==> config.mk <==
export PLATFORM = sky130hd
export DESIGN_NAME = inst_fetch
export DESIGN_NICKNAME = d
export VERILOG_FILES = /design/src/rtl/inst_fetch.sv
export SDC_FILE = /design/constraint.sdc
export NUM_CORES = 1
export LEC_CHECK = 0
export CORE_UTILIZATION = 48
export DETAILED_ROUTE_END_ITERATION = 16
export GPL_ROUTABILITY_DRIVEN = 0
export PLACE_DENSITY = 0.74
export SLEW_MARGIN = 40
export SYNTH_ARGS = -nofsm -noshare
export SYNTH_HDL_FRONTEND = slang
export SYNTH_SLANG_ARGS = --single-unit
==> constraint.sdc <==
create_clock -name clk -period 4.9 [get_ports clk]
set_input_delay 0.98 -clock clk [delete_from_list [all_inputs] [get_ports clk]]
set_output_delay 0.98 -clock clk [all_outputs]
set_load 0.005 [all_outputs]
==> src/rtl/inst_fetch.sv <==
// Instruction fetch queue: issues in-order word reads to instruction memory and
// hands returned words, tagged with their fetch PC, to decode in program order.
module inst_fetch #(
    parameter int unsigned DEPTH = 4
) (
    input  logic        clk,
    input  logic        reset,
    input  logic [31:0] pc_in,
    input  logic        pc_valid,
    output logic        pc_ready,
    input  logic        flush,
    output logic        imem_req_valid,
    input  logic        imem_req_ready,
    output logic [31:0] imem_req_addr,
    input  logic        imem_resp_valid,
    input  logic [31:0] imem_resp_data,
    output logic        inst_valid,
    input  logic        inst_ready,
    output logic [31:0] inst_data,
    output logic [31:0] inst_pc
);

    localparam int unsigned AW = $clog2(DEPTH);
    localparam int unsigned CW = AW + 1;
    localparam logic [CW-1:0] FullCount = CW'(DEPTH);

    logic [31:0]   pc_mem_q   [DEPTH];
    logic [31:0]   data_mem_q [DEPTH];

    logic [AW-1:0] head_q, head_d;
    logic [AW-1:0] fill_q, fill_d;
    logic [AW-1:0] tail_q, tail_d;
    logic [CW-1:0] count_q, count_d;
    logic [CW-1:0] nfill_q, nfill_d;
    logic [CW-1:0] drop_q, drop_d;

    logic [CW-1:0] outstanding;
    logic          not_full;
    logic          req_ok;
    logic          issue;
    logic          resp_discard;
    logic          resp_accept;
    logic          pop;

    // nfill counts entries holding data, so allocated-but-unfilled needs no
    // pointer full/empty disambiguation.
    assign outstanding  = count_q - nfill_q;
    assign not_full     = count_q < FullCount;
    assign req_ok       = pc_valid && !flush && !reset && not_full;
    assign issue        = req_ok && imem_req_ready;
    assign resp_discard = imem_resp_valid && (drop_q != '0);
    // A response with nothing outstanding and nothing to drop is ignored.
    assign resp_accept  = imem_resp_valid && (drop_q == '0) && (outstanding != '0);
    assign pop          = inst_valid && inst_ready && !flush;

    assign imem_req_valid = req_ok;
    assign imem_req_addr  = {pc_in[31:2], 2'b00};
    assign pc_ready       = issue;
    assign inst_valid     = !reset && (nfill_q != '0);
    assign inst_data      = data_mem_q[head_q];
    assign inst_pc        = pc_mem_q[head_q];

    always_comb begin
        head_d  = head_q;
        fill_d  = fill_q;
        tail_d  = tail_q;
        count_d = count_q;
        nfill_d = nfill_q;
        drop_d  = drop_q;
        if (flush) begin
            head_d  = tail_q;
            fill_d  = tail_q;
            count_d = '0;
            nfill_d = '0;
            // Every request still owed by memory becomes a response to throw away,
            // minus the one arriving right now.
            drop_d  = drop_q + outstanding - CW'(resp_discard) - CW'(resp_accept);
        end else begin
            if (issue) begin
                tail_d = tail_q + AW'(1);
            end
            if (resp_accept) begin
                fill_d = fill_q + AW'(1);
            end
            if (resp_discard) begin
                drop_d = drop_q - CW'(1);
            end
            if (pop) begin
                head_d = head_q + AW'(1);
            end
            count_d = count_q + CW'(issue) - CW'(pop);
            nfill_d = nfill_q + CW'(resp_accept) - CW'(pop);
        end
    end

    always_ff @(posedge clk) begin
        if (reset) begin
            head_q  <= '0;
            fill_q  <= '0;
            tail_q  <= '0;
            count_q <= '0;
            nfill_q <= '0;
            drop_q  <= '0;
        end else begin
            head_q  <= head_d;
            fill_q  <= fill_d;
            tail_q  <= tail_d;
            count_q <= count_d;
            nfill_q <= nfill_d;
            drop_q  <= drop_d;
        end
    end

    always_ff @(posedge clk) begin
        if (issue) begin
            pc_mem_q[tail_q] <= pc_in;
        end
        if (resp_accept && !reset) begin
            data_mem_q[fill_q] <= imem_resp_data;
        end
    end

endmodule

==> flow_summary.toml <==
[critical_path]
cp_common_cell = "fa_1"
cpPeakStageDelay_ps = 530
slowest_stage = "fa_1"
end_kind = "register"
critical_path_class = "register to register"
cp.buffers_inverters = 4
cp_top_family = "adder cells"
arrival_ps = 4650
startpoint_type = "register"
worst-path-max-fanout = 6
cp.required_ps = 5330
path_cells = "inv_1 > ha_1 > fa_1 > xnor3_2 > a311oi_4 > inv_2 > fa_1 > inv_1 > fa_1 > inv_1 > ha_1 > fa_1 > xor2_1 > xnor2_1 > xnor2_1 > a211oi_1"

[synth]
synth-main-ff-cell = "edfxtp_1"
ys_types = 34
yosysWarnings = 0
synth_edf_count = 256
synth_area_um2 = 10600
netlist_instances = 490
post_synth.cell_area_avg_um2 = 21.7
synth_seq_cells = 273
yosysTopAreaCellShare_pct = 72.3
yosys.area.top_type = "edfxtp_1"
synth_area_leaders = "edfxtp_1 (72%), mux4_2 (14%), dfxtp_1 (3.2%)"
synth-seq-area-share_pct = 75.5
async_flop_share_pct = 0

[run]
drv_cap = 0

[clock_network]
ctsHoldBuffers = 0
cts_root_buffer = "clkbuf_16"
clk_latency_ps = 530
numCtsBuffers = 27
cts_tree = "built"
postCtsSetupBuffers = 0
cts_max_path_buffers = 3
clk_pin_slew_ps = 60
cts.sink_count = 273
htree_levels = 1
cts.repair.resized = 0

[pwr]
powerDensity_nw_per_um2 = 366
vdd_drop_max_uv = 227
power.leakage_nw = 4.28

[run_status]
status = "finished, final reports clean"

[sta]
setup_viol = 0
min_period_over_period_pct = 86.2
setup_slack_ps = 674
clock.fmax_ghz = 0.237
clock_skew_ps = 12.2
rsz0062_at_grt = "no"
relSlewSlack_pct = 61.3
fin_crit_ps = 4230
worstMarginPinSlew_ps = 581
final-hold-violation-count = 0
slew_violations = 0
finalSetupTns_ps = 0

[final_layout]
fin_nets = 738
layout-drive-gt1-share_pct = 19.3
fillers = 1534
syn_to_final_growth_pct = 24.7
antenna_cells = 0
layout.cells.non_filler = 942

[place]
dp_cells = 895
dp_slack_ps = 315
numPortBuffers = 167
dp_hpwl_mm = 12.0

[grt]
grt_max_degree = 39
grt_pass1_wl_mm = 29.6
overflow = 0
grt.total_usage_pct = 17.4
antenna_found_initial = 0
grt_pass1_vias = 5493

[routing]
drtPass1Iterations = 4
antenna_left = 0
avgViaCountPerCell = 5.34
avgRoutedWirePerCell_um = 20.5
routed_wl_mm = 19.3
num_vias = 5027
detail_route.drc_violations = 0
drt_iter0_markers = 377

[floorplan]
die_h_um = 151
core_area_um2 = 21800
dieArea_um2 = 22700
initial_core_util_pct = 48.9
ios = 170
fp-row-count = 54
fp.dieW_um = 151

[hold_path]
hold_class = "register to register"
-- cells in the mapped netlist (all sizes together), types with 2 or more instances --
| library cell | number |
|---|---|
| edfxtp | 256 |
| mux4 | 64 |
| buf | 40 |
| inv | 20 |
| dfxtp | 17 |
| ha | 17 |
| clkbuf | 10 |
| nor2 | 9 |
| xnor2 | 9 |
| and2 | 7 |
| fa | 6 |
| nor3b | 6 |
| a211oi | 3 |
| a21oi | 3 |
| nand2 | 3 |
| xor2 | 3 |
| a21boi | 2 |
| mux2i | 2 |
| nor3 | 2 |
| o21ai | 2 |
-- cell usage in the layout, fill, tap and decap left out, types with 4 or more instances in the layout --
master           Yosys  layout
edfxtp_1           256     256
clkdlybuf4s50_1      0     167
mux4_2              64      64
clkbuf_16            0      27
inv_1               19      19
ha_1                17      17
dfxtp_1             17      15
clkinv_2             0      11
nor2_1               9       9
xnor2_1              9       9
fa_1                 6       6
buf_4               32       5
nor3b_2              0       4
and2_4               0       4
clkinv_1             0       4
-- final timing paths --
check / startpoint / to / slack, ps / cells past startpoint
max: count_q[0] / drop_q[2] / 670 / 16
min: tail_q[1] / tail_q[1] / 560 / 2
max reg2reg: count_q[0] / drop_q[2] / 670 / 16
min reg2reg: tail_q[1] / tail_q[1] / 560 / 2
-- through the flow --
stage          power, W  utilization (%)  instance area [µm²]  hold WS, ps
6_report        0.00485             60.9                13300          557
5_1_grt         0.00502             60.9                13300          595
4_1_cts         0.00490             60.9                13300          565
3_5_place_dp    0.00303             57.3                12500          554
3_3_place_gp    0.00299             57.1                12400          539
2_1_floorplan   0.00284                -                10600          514
-- sequential cells by signal (all words and copies together), names as in the netlist, named ones only --
signal      flops
head_q          2
tail_q          2
data_mem_q    128
count_q         3
nfill_q         3
pc_mem_q      128
drop_q          3
fill_q          2
-- worst min-delay path, stage by stage, from the launching register on --
cell	delay, ps
dfxtp_1	330
mux2i_1	130
nor2_1	50
-- routing by layer --
metal | vias to the layer above | track usage, % | part of all wire, %
met1 | 2621 | 22.0 | 41
li1 | 2243 | - | -
met5 | - | 0 | 0
met4 | 0 | 4.80 | 1.7
met3 | 25 | 2.92 | 4.9
met2 | 138 | 31.1 | 53
-- final cells by class --
type	count	area [µm²]	area share [%]
multi-input cells	148	2250	16.9
well taps	280	350	2.64
repair buffers	174	1750	13.2
inverters	20	75.1	0.566
clock buffers	29	683	5.15
clock inverters	18	116	0.878
flip-flops and latches	273	8040	60.6
-- where the power goes --
| part | switching [W] | internal [W] | leakage, nW | total (W) |
|---|---|---|---|---|
| clock | 0.000822 | 0.00105 | 0.403 | 0.00188 |
| sequential | 0.0000202 | 0.00257 | 2.44 | 0.00259 |
| combinational | 0.000170 | 0.000213 | 1.43 | 0.000383 |
-- kinds of logic (layout without fill, tap and decap cells) --
group | count (synthesis) | count (layout) | share of synthesized area [%]
flip-flops | 273 | 273 | 75.5
buffers and inverters | 70 | 241 | 3.67
multiplexers | 66 | 66 | 13.7
AND/OR/NAND/NOR | 32 | 32 | 1.75
adder cells (fa/ha/maj) | 23 | 23 | 3.13
XOR/XNOR | 13 | 13 | 1.21
AO/OA/AOI/OAI | 12 | 12 | 0.930
other | 1 | 2 | 0.0353
(Power assumes the default switching activity.)
